File: src/rtl/cr_ifu_ibuf_inst_align_if.sv
// Bus between the ibuf entry array / decoder and the instruction aligner.
// align_stall_cnt exists only when CR_IFU_ALIGN_STALL_CNT_EN is defined.
interface cr_ifu_ibuf_inst_align_if #(
    parameter int unsigned ENTRY_NUM = 8
);
    logic                      ibuf_flush;
    logic [ENTRY_NUM-1:0]      entry_vld;
    logic [17*ENTRY_NUM-1:0]   entry_inst;
    logic [ENTRY_NUM-1:0]      entry_acc_err;
    logic                      dec_ready;
    logic [ENTRY_NUM-1:0]      entry_retire0_en;
    logic [ENTRY_NUM-1:0]      entry_retire1_en;
    logic                      align_inst_vld;
    logic [31:0]               align_inst;
    logic                      align_inst_32;
    logic                      align_acc_err;
`ifdef CR_IFU_ALIGN_STALL_CNT_EN
    logic [15:0]               align_stall_cnt;
`endif

    // Entry array and decoder side.
    modport master (
        output ibuf_flush, entry_vld, entry_inst, entry_acc_err, dec_ready,
        input  entry_retire0_en, entry_retire1_en,
               align_inst_vld, align_inst, align_inst_32, align_acc_err
`ifdef CR_IFU_ALIGN_STALL_CNT_EN
        , input align_stall_cnt
`endif
    );

    // Aligner side.
    modport slave (
        input  ibuf_flush, entry_vld, entry_inst, entry_acc_err, dec_ready,
        output entry_retire0_en, entry_retire1_en,
               align_inst_vld, align_inst, align_inst_32, align_acc_err
`ifdef CR_IFU_ALIGN_STALL_CNT_EN
        , output align_stall_cnt
`endif
    );
endinterface

File: src/rtl/cr_ifu_ibuf_inst_align.sv
// IFU ibuf read side: assembles 16/32-bit instructions from halfword entries into one output register.
// Optional stall counter enabled by CR_IFU_ALIGN_STALL_CNT_EN.
module cr_ifu_ibuf_inst_align #(
    parameter int unsigned ENTRY_NUM = 8,
    parameter int unsigned PTR_W     = $clog2(ENTRY_NUM)
) (
    input  logic                           cpuclk,
    input  logic                           cpurst_b,
    cr_ifu_ibuf_inst_align_if.slave        bus
);

    logic [PTR_W-1:0] rd_ptr_q, rd_ptr_d;
    logic             inst_vld_q, inst_vld_d;
    logic [31:0]      inst_q, inst_d;
    logic             inst_32_q, inst_32_d;
    logic             acc_err_q, acc_err_d;

    logic [15:0]      hw [ENTRY_NUM];
    logic [ENTRY_NUM-1:0] hw_pad;
    logic             unused_hw_pad;

    logic [PTR_W-1:0] h1_ptr;
    logic [15:0]      h0, h1;
    logic             h0_vld, h1_vld, h0_err, h1_err;
    logic             is32, take2, can_issue, load;

    // Unpack halfwords; bit 16 of each entry carries no meaning here.
    for (genvar i = 0; i < ENTRY_NUM; i++) begin : g_unpack
        assign hw[i]     = bus.entry_inst[17*i +: 16];
        assign hw_pad[i] = bus.entry_inst[17*i+16];
    end
    assign unused_hw_pad = ^hw_pad;

    assign h1_ptr    = rd_ptr_q + PTR_W'(1);
    assign h0        = hw[rd_ptr_q];
    assign h1        = hw[h1_ptr];
    assign h0_vld    = bus.entry_vld[rd_ptr_q];
    assign h1_vld    = bus.entry_vld[h1_ptr];
    assign h0_err    = bus.entry_acc_err[rd_ptr_q];
    assign h1_err    = bus.entry_acc_err[h1_ptr];

    // An access error on h0 is issued as a single halfword regardless of length bits.
    assign is32      = (h0[1:0] == 2'b11);
    assign take2     = is32 & ~h0_err;
    assign can_issue = h0_vld & (h0_err | ~is32 | h1_vld);
    assign load      = can_issue & (~inst_vld_q | bus.dec_ready) & ~bus.ibuf_flush;

    // Retire strobes track the load; forced low while reset is asserted.
    always_comb begin
        bus.entry_retire0_en = '0;
        bus.entry_retire1_en = '0;
        if (load && cpurst_b) begin
            bus.entry_retire0_en = ENTRY_NUM'(1) << rd_ptr_q;
            if (take2) begin
                bus.entry_retire1_en = ENTRY_NUM'(1) << h1_ptr;
            end
        end
    end

    // Next state: flush, then load, then drain on acceptance.
    always_comb begin
        rd_ptr_d   = rd_ptr_q;
        inst_vld_d = inst_vld_q;
        inst_d     = inst_q;
        inst_32_d  = inst_32_q;
        acc_err_d  = acc_err_q;
        if (bus.ibuf_flush) begin
            rd_ptr_d   = '0;
            inst_vld_d = 1'b0;
        end else if (load) begin
            inst_vld_d = 1'b1;
            inst_32_d  = take2;
            acc_err_d  = h0_err | (take2 & h1_err);
            inst_d     = take2 ? {h1, h0} : {16'h0000, h0};
            rd_ptr_d   = rd_ptr_q + (take2 ? PTR_W'(2) : PTR_W'(1));
        end else if (inst_vld_q && bus.dec_ready) begin
            inst_vld_d = 1'b0;
        end
    end

    always_ff @(posedge cpuclk or negedge cpurst_b) begin
        if (!cpurst_b) begin
            rd_ptr_q   <= '0;
            inst_vld_q <= 1'b0;
            inst_q     <= '0;
            inst_32_q  <= 1'b0;
            acc_err_q  <= 1'b0;
        end else begin
            rd_ptr_q   <= rd_ptr_d;
            inst_vld_q <= inst_vld_d;
            inst_q     <= inst_d;
            inst_32_q  <= inst_32_d;
            acc_err_q  <= acc_err_d;
        end
    end

    assign bus.align_inst_vld = inst_vld_q;
    assign bus.align_inst     = inst_q;
    assign bus.align_inst_32  = inst_32_q;
    assign bus.align_acc_err  = acc_err_q;

`ifdef CR_IFU_ALIGN_STALL_CNT_EN
    logic [15:0] stall_cnt_q, stall_cnt_d;

    // Saturating count of cycles the decoder holds off a valid instruction.
    always_comb begin
        stall_cnt_d = stall_cnt_q;
        if (inst_vld_q && !bus.dec_ready && (stall_cnt_q != 16'hFFFF)) begin
            stall_cnt_d = stall_cnt_q + 16'd1;
        end
    end

    always_ff @(posedge cpuclk or negedge cpurst_b) begin
        if (!cpurst_b) begin
            stall_cnt_q <= '0;
        end else begin
            stall_cnt_q <= stall_cnt_d;
        end
    end

    assign bus.align_stall_cnt = stall_cnt_q;
`endif

endmodule
File: src/flat_wrapper.sv
// flat-port wrapper written by rule: the top's interface ports become plain ports
module cr_ifu_ibuf_inst_align_flat 
#(
    parameter int unsigned ENTRY_NUM = 8,
    parameter int unsigned PTR_W     = $clog2(ENTRY_NUM)
)
  (cpuclk, cpurst_b, bus_ibuf_flush, bus_entry_vld, bus_entry_inst, bus_entry_acc_err, bus_dec_ready, bus_entry_retire0_en, bus_entry_retire1_en, bus_align_inst_vld, bus_align_inst, bus_align_inst_32, bus_align_acc_err);
  cr_ifu_ibuf_inst_align_if #(.ENTRY_NUM(ENTRY_NUM)) bus_i ();
  input  logic cpuclk;
  input  logic cpurst_b;
  input wire logic [$bits(bus_i.ibuf_flush)-1:0] bus_ibuf_flush;
  input wire logic [$bits(bus_i.entry_vld)-1:0] bus_entry_vld;
  input wire logic [$bits(bus_i.entry_inst)-1:0] bus_entry_inst;
  input wire logic [$bits(bus_i.entry_acc_err)-1:0] bus_entry_acc_err;
  input wire logic [$bits(bus_i.dec_ready)-1:0] bus_dec_ready;
  output wire logic [$bits(bus_i.entry_retire0_en)-1:0] bus_entry_retire0_en;
  output wire logic [$bits(bus_i.entry_retire1_en)-1:0] bus_entry_retire1_en;
  output wire logic [$bits(bus_i.align_inst_vld)-1:0] bus_align_inst_vld;
  output wire logic [$bits(bus_i.align_inst)-1:0] bus_align_inst;
  output wire logic [$bits(bus_i.align_inst_32)-1:0] bus_align_inst_32;
  output wire logic [$bits(bus_i.align_acc_err)-1:0] bus_align_acc_err;
  assign bus_i.ibuf_flush = bus_ibuf_flush;
  assign bus_i.entry_vld = bus_entry_vld;
  assign bus_i.entry_inst = bus_entry_inst;
  assign bus_i.entry_acc_err = bus_entry_acc_err;
  assign bus_i.dec_ready = bus_dec_ready;
  assign bus_entry_retire0_en = bus_i.entry_retire0_en;
  assign bus_entry_retire1_en = bus_i.entry_retire1_en;
  assign bus_align_inst_vld = bus_i.align_inst_vld;
  assign bus_align_inst = bus_i.align_inst;
  assign bus_align_inst_32 = bus_i.align_inst_32;
  assign bus_align_acc_err = bus_i.align_acc_err;
  cr_ifu_ibuf_inst_align #(.ENTRY_NUM(ENTRY_NUM), .PTR_W(PTR_W)) u_core (.cpuclk(cpuclk), .cpurst_b(cpurst_b), .bus(bus_i));
endmodule
File: config.mk
export PLATFORM = sky130hd
export DESIGN_NAME = cr_ifu_ibuf_inst_align_flat
export DESIGN_NICKNAME = d
export VERILOG_FILES = /design/src/rtl/cr_ifu_ibuf_inst_align_if.sv /design/src/rtl/cr_ifu_ibuf_inst_align.sv /design/src/flat_wrapper.sv
export SDC_FILE = /design/constraint.sdc
export NUM_CORES = 1
export LEC_CHECK = 0
export CORE_MARGIN = 5
export CORE_UTILIZATION = 44
export CTS_CLUSTER_DIAMETER = 200
export DETAILED_ROUTE_END_ITERATION = 6
export PLACE_DENSITY = 0.84
export SKIP_CTS_REPAIR_TIMING = 1
export SYNTH_ARGS = -nofsm -noshare
export SYNTH_HDL_FRONTEND = slang
export SYNTH_SLANG_ARGS = --single-unit
File: constraint.sdc
create_clock -name cpuclk -period 10.3 [get_ports cpuclk]
set_input_delay 2.06 -clock cpuclk [delete_from_list [all_inputs] [get_ports cpuclk]]
set_output_delay 2.06 -clock cpuclk [all_outputs]
set_load 0.05 [all_outputs]
==> flow_summary_export.csv <==
group,metric,value,unit
final_layout,fin_util,69.72,%
timing,slew_headroom,22.38,%
final_layout,design_area,6140,um^2
cts,cts.reportedPaths.clkPinSlew,0.08,ns
die,coreArea,8806,um^2
routing,viasPerCell,6.040,
timing,fin_ws,2.152,ns
yosys,synth.distinct_cells,30,
global_routing,antenna_found_initial,0,
timing,period_share,79.11,%
cts,clk_latency,0.29,ns
cts,cts.path.max_buffers,2,
routing,wl_per_cell,21.00,um
pwr,cellPowerDensity,234.8,nW/um^2
die,rows,34,
yosys,async_reset_ff_share,100.0,%
yosys,syn_inst,317,
setup_path,crit_path_start_kind,"input port",
timing,hold_viol_final,0,
placed_design,placed_area,5997,um^2
yosys,synth_area,3999,um^2
yosys,yosysSeqAreaShare,23.78,%
final_layout,layout.nets,656,
yosys,synth_nets,482,
yosys,ys_ff_latch,38,
setup_path,cp-end-kind,"output pin",
routing,drtAntennaViolNets,0,
routing,num_vias,3624,
global_routing,grt_pass1_wl,20530,um
timing,worst_slew_pin_slew,1.164,ns
global_routing,gr-usage-all-layers,23.01,%
min_path,hp-class,"reg -> reg",
cts,cts_buffers,5,
routing,dr.pass1.iters,5,
cts,root_buffer,"clkbuf_8",
yosys,synth.most_common_cell,"mux4_2",
die,die_area,11090,um^2
global_routing,grt_overflow_total,0,
yosys,synth.largest_area_cell,"mux4_2",
run,cap_violations,0,
setup_path,worstSetupPathType,"in -> out",
placed_design,port_buffers,198,
pwr,worst_ir_drop_vdd,0.09623,mV
timing,setup_viol,0,
cts,htreeDepth,2,
cts,cts_tree,"yes",
setup_path,r2r_end,"u_core.rd_ptr_q[1]",
timing,rsz0062_at_grt,"false",
outcome,status,"completed",
setup_path,worstPathArrival,6.09,ns
yosys,synth_common_cells,"mux4_2 (72), nand2_1 (46), dfrtp_1 (38), mux2i_1 (22), clkbuf_1 (20)",
placed_design,gp_congestion,0.8088,
global_routing,grt_max_degree,75,
min_path,worstHoldStart,"u_core.bus.align_acc_err",
die,die_w,105.3,um
placed_design,dp_hpwl,9776,um
min_path,hold_path_end,"u_core.bus.align_acc_err",
final_layout,drive_gt1_share,22.56,%
routing,drt_wl_total,12600,um
yosys,synthFlopType,"dfrtp_1",
routing,drc_errors,0,
yosys,synth-edff-count,0,
min_path,hold_depth,1,
placed_design,post-place-ws,2.191,ns
pwr,power_leakage,2.248,nW
setup_path,r2r_setup_slack,4.95,ns
yosys,synthTopCellsByArea,"mux4_2 (41%), dfrtp_1 (24%), mux2i_1 (5.5%)",
timing,drv_slew,0,
die,dieHeight,105.3,um
timing,timing.setup.tns,0,ns
die,start_util,45.41,%
timing,fin_skew,0.004517,ns
die,ioPinCount,207,
yosys,ys_warn_count,0,
cts,cts_num_sinks,38,
setup_path,cp.required,8.24,ns
setup_path,r2r_start,"u_core.rd_ptr_q[1]",
timing,layout_min_cycle_time,8.148,ns
setup_path,reg2reg_depth,9,
final_layout,n_antenna_cell,0,
routing,first_iter_violations,152,
final_layout,area_growth,53.54,%
yosys,synth_top_cell_area_share,40.55,%
global_routing,grt_pass1_vias,4044,
yosys,syn_avg_cell_area,12.61,um^2
setup_path,path_max_fanout,28,
timing,max_freq,0.1227,GHz
[stage by stage]
step           hold WS, ns  power, mW  cells
2_1_floorplan       0.7088     0.9943    317
3_3_place_gp        0.4697      1.276    592
3_5_place_dp        0.4759      1.300    592
4_1_cts             0.4935      1.461    600
5_1_grt             0.4991      1.534    600
6_report            0.4886      1.442    600
[worst max-delay path, cell delays in order]
cell	delay (ns)
clkdlybuf4s50_1	0.43
mux4_2	0.47
mux2_2	0.31
and4_1	0.46
or3_1	0.93
nor4_1	0.51
clkdlybuf4s50_1	0.88
[flip-flops by register name (all words and copies together) (netlist names)]
register	cells
u_core.rd_ptr_q	3
u_core.bus.align_acc_err	1
u_core.bus.align_inst_32	1
u_core.bus.align_inst_vld	1
u_core.bus.align_inst	32
[power breakdown]
part           leakage, nW  switching, mW  internal, mW
logic                 1.69          0.570         0.455
clock network       0.0714         0.0554         0.103
registers            0.485         0.0402         0.218
[area by class of cell]
type / instances / area (um^2)
inverter: 6 / 22.52
clock buffer: 6 / 82.58
sequential: 38 / 954.7
clock inverter: 2 / 60.06
multi-input combinational: 237 / 2870
fill: 662 / 2666
tap: 108 / 135.1
timing repair buffer: 203 / 2014
[layer usage]
metal	vias to the layer above	global-route usage, %	part of all wire [%]
met2	162	43.31	55
li1	1638	-	-
met3	17	4.951	7.0
met1	1807	26.60	37
met5	-	0	0
met4	0	5.342	1.4
[cells by family (layout without fill, tap and decap cells)]
family / Yosys count / after routing / synth area share [%]
AOI/OAI and AO/OA: 34 / 34 / 7.572
adders and majority gates: 9 / 9 / 3.004
buffers and inverters: 42 / 217 / 4.568
DFF: 38 / 38 / 23.78
muxes: 115 / 115 / 51.97
and+or+nand+nor: 79 / 79 / 9.105
[cell usage in the layout, fill, tap and decap left out, types with 2 or more instances in the layout]
| cell type | count |
|---|---|
| mux2_2 | 10 |
| clkdlybuf4s50_1 | 197 |
| o41ai_1 | 7 |
| o21ai_0 | 17 |
| nor3_1 | 2 |
| or3_1 | 2 |
| ha_1 | 7 |
| and3_1 | 2 |
| bufinv_16 | 2 |
| nor2_1 | 5 |
| mux2i_1 | 22 |
| nand2_1 | 46 |
| nor4_1 | 13 |
| inv_1 | 5 |
| mux4_2 | 72 |
| nand2b_1 | 3 |
| o41ai_2 | 9 |
| dfrtp_1 | 37 |
| clkbuf_8 | 6 |
| mux2_1 | 11 |
| buf_4 | 5 |
[worst max-delay path by stage]
| stage | from | end | slack (ns) | cells after the start |
|---|---|---|---|---|
| 2_1_floorplan | bus_entry_inst[85] | bus_entry_retire1_en[0] | 2.92 | 8 |
| 5_1_grt | u_core.rd_ptr_q[1] | bus_entry_retire1_en[6] | 1.67 | 10 |
| 3_3_place_gp | bus_entry_inst[68] | bus_entry_retire1_en[4] | 2.30 | 7 |
| 3_5_place_dp | bus_entry_inst[17] | bus_entry_retire1_en[4] | 2.19 | 7 |
| 6_report | bus_entry_inst[1] | bus_entry_retire1_en[6] | 2.15 | 7 |
| 4_1_cts | u_core.rd_ptr_q[1] | bus_entry_retire1_en[0] | 2.08 | 10 |
(Power assumes the default switching activity.)
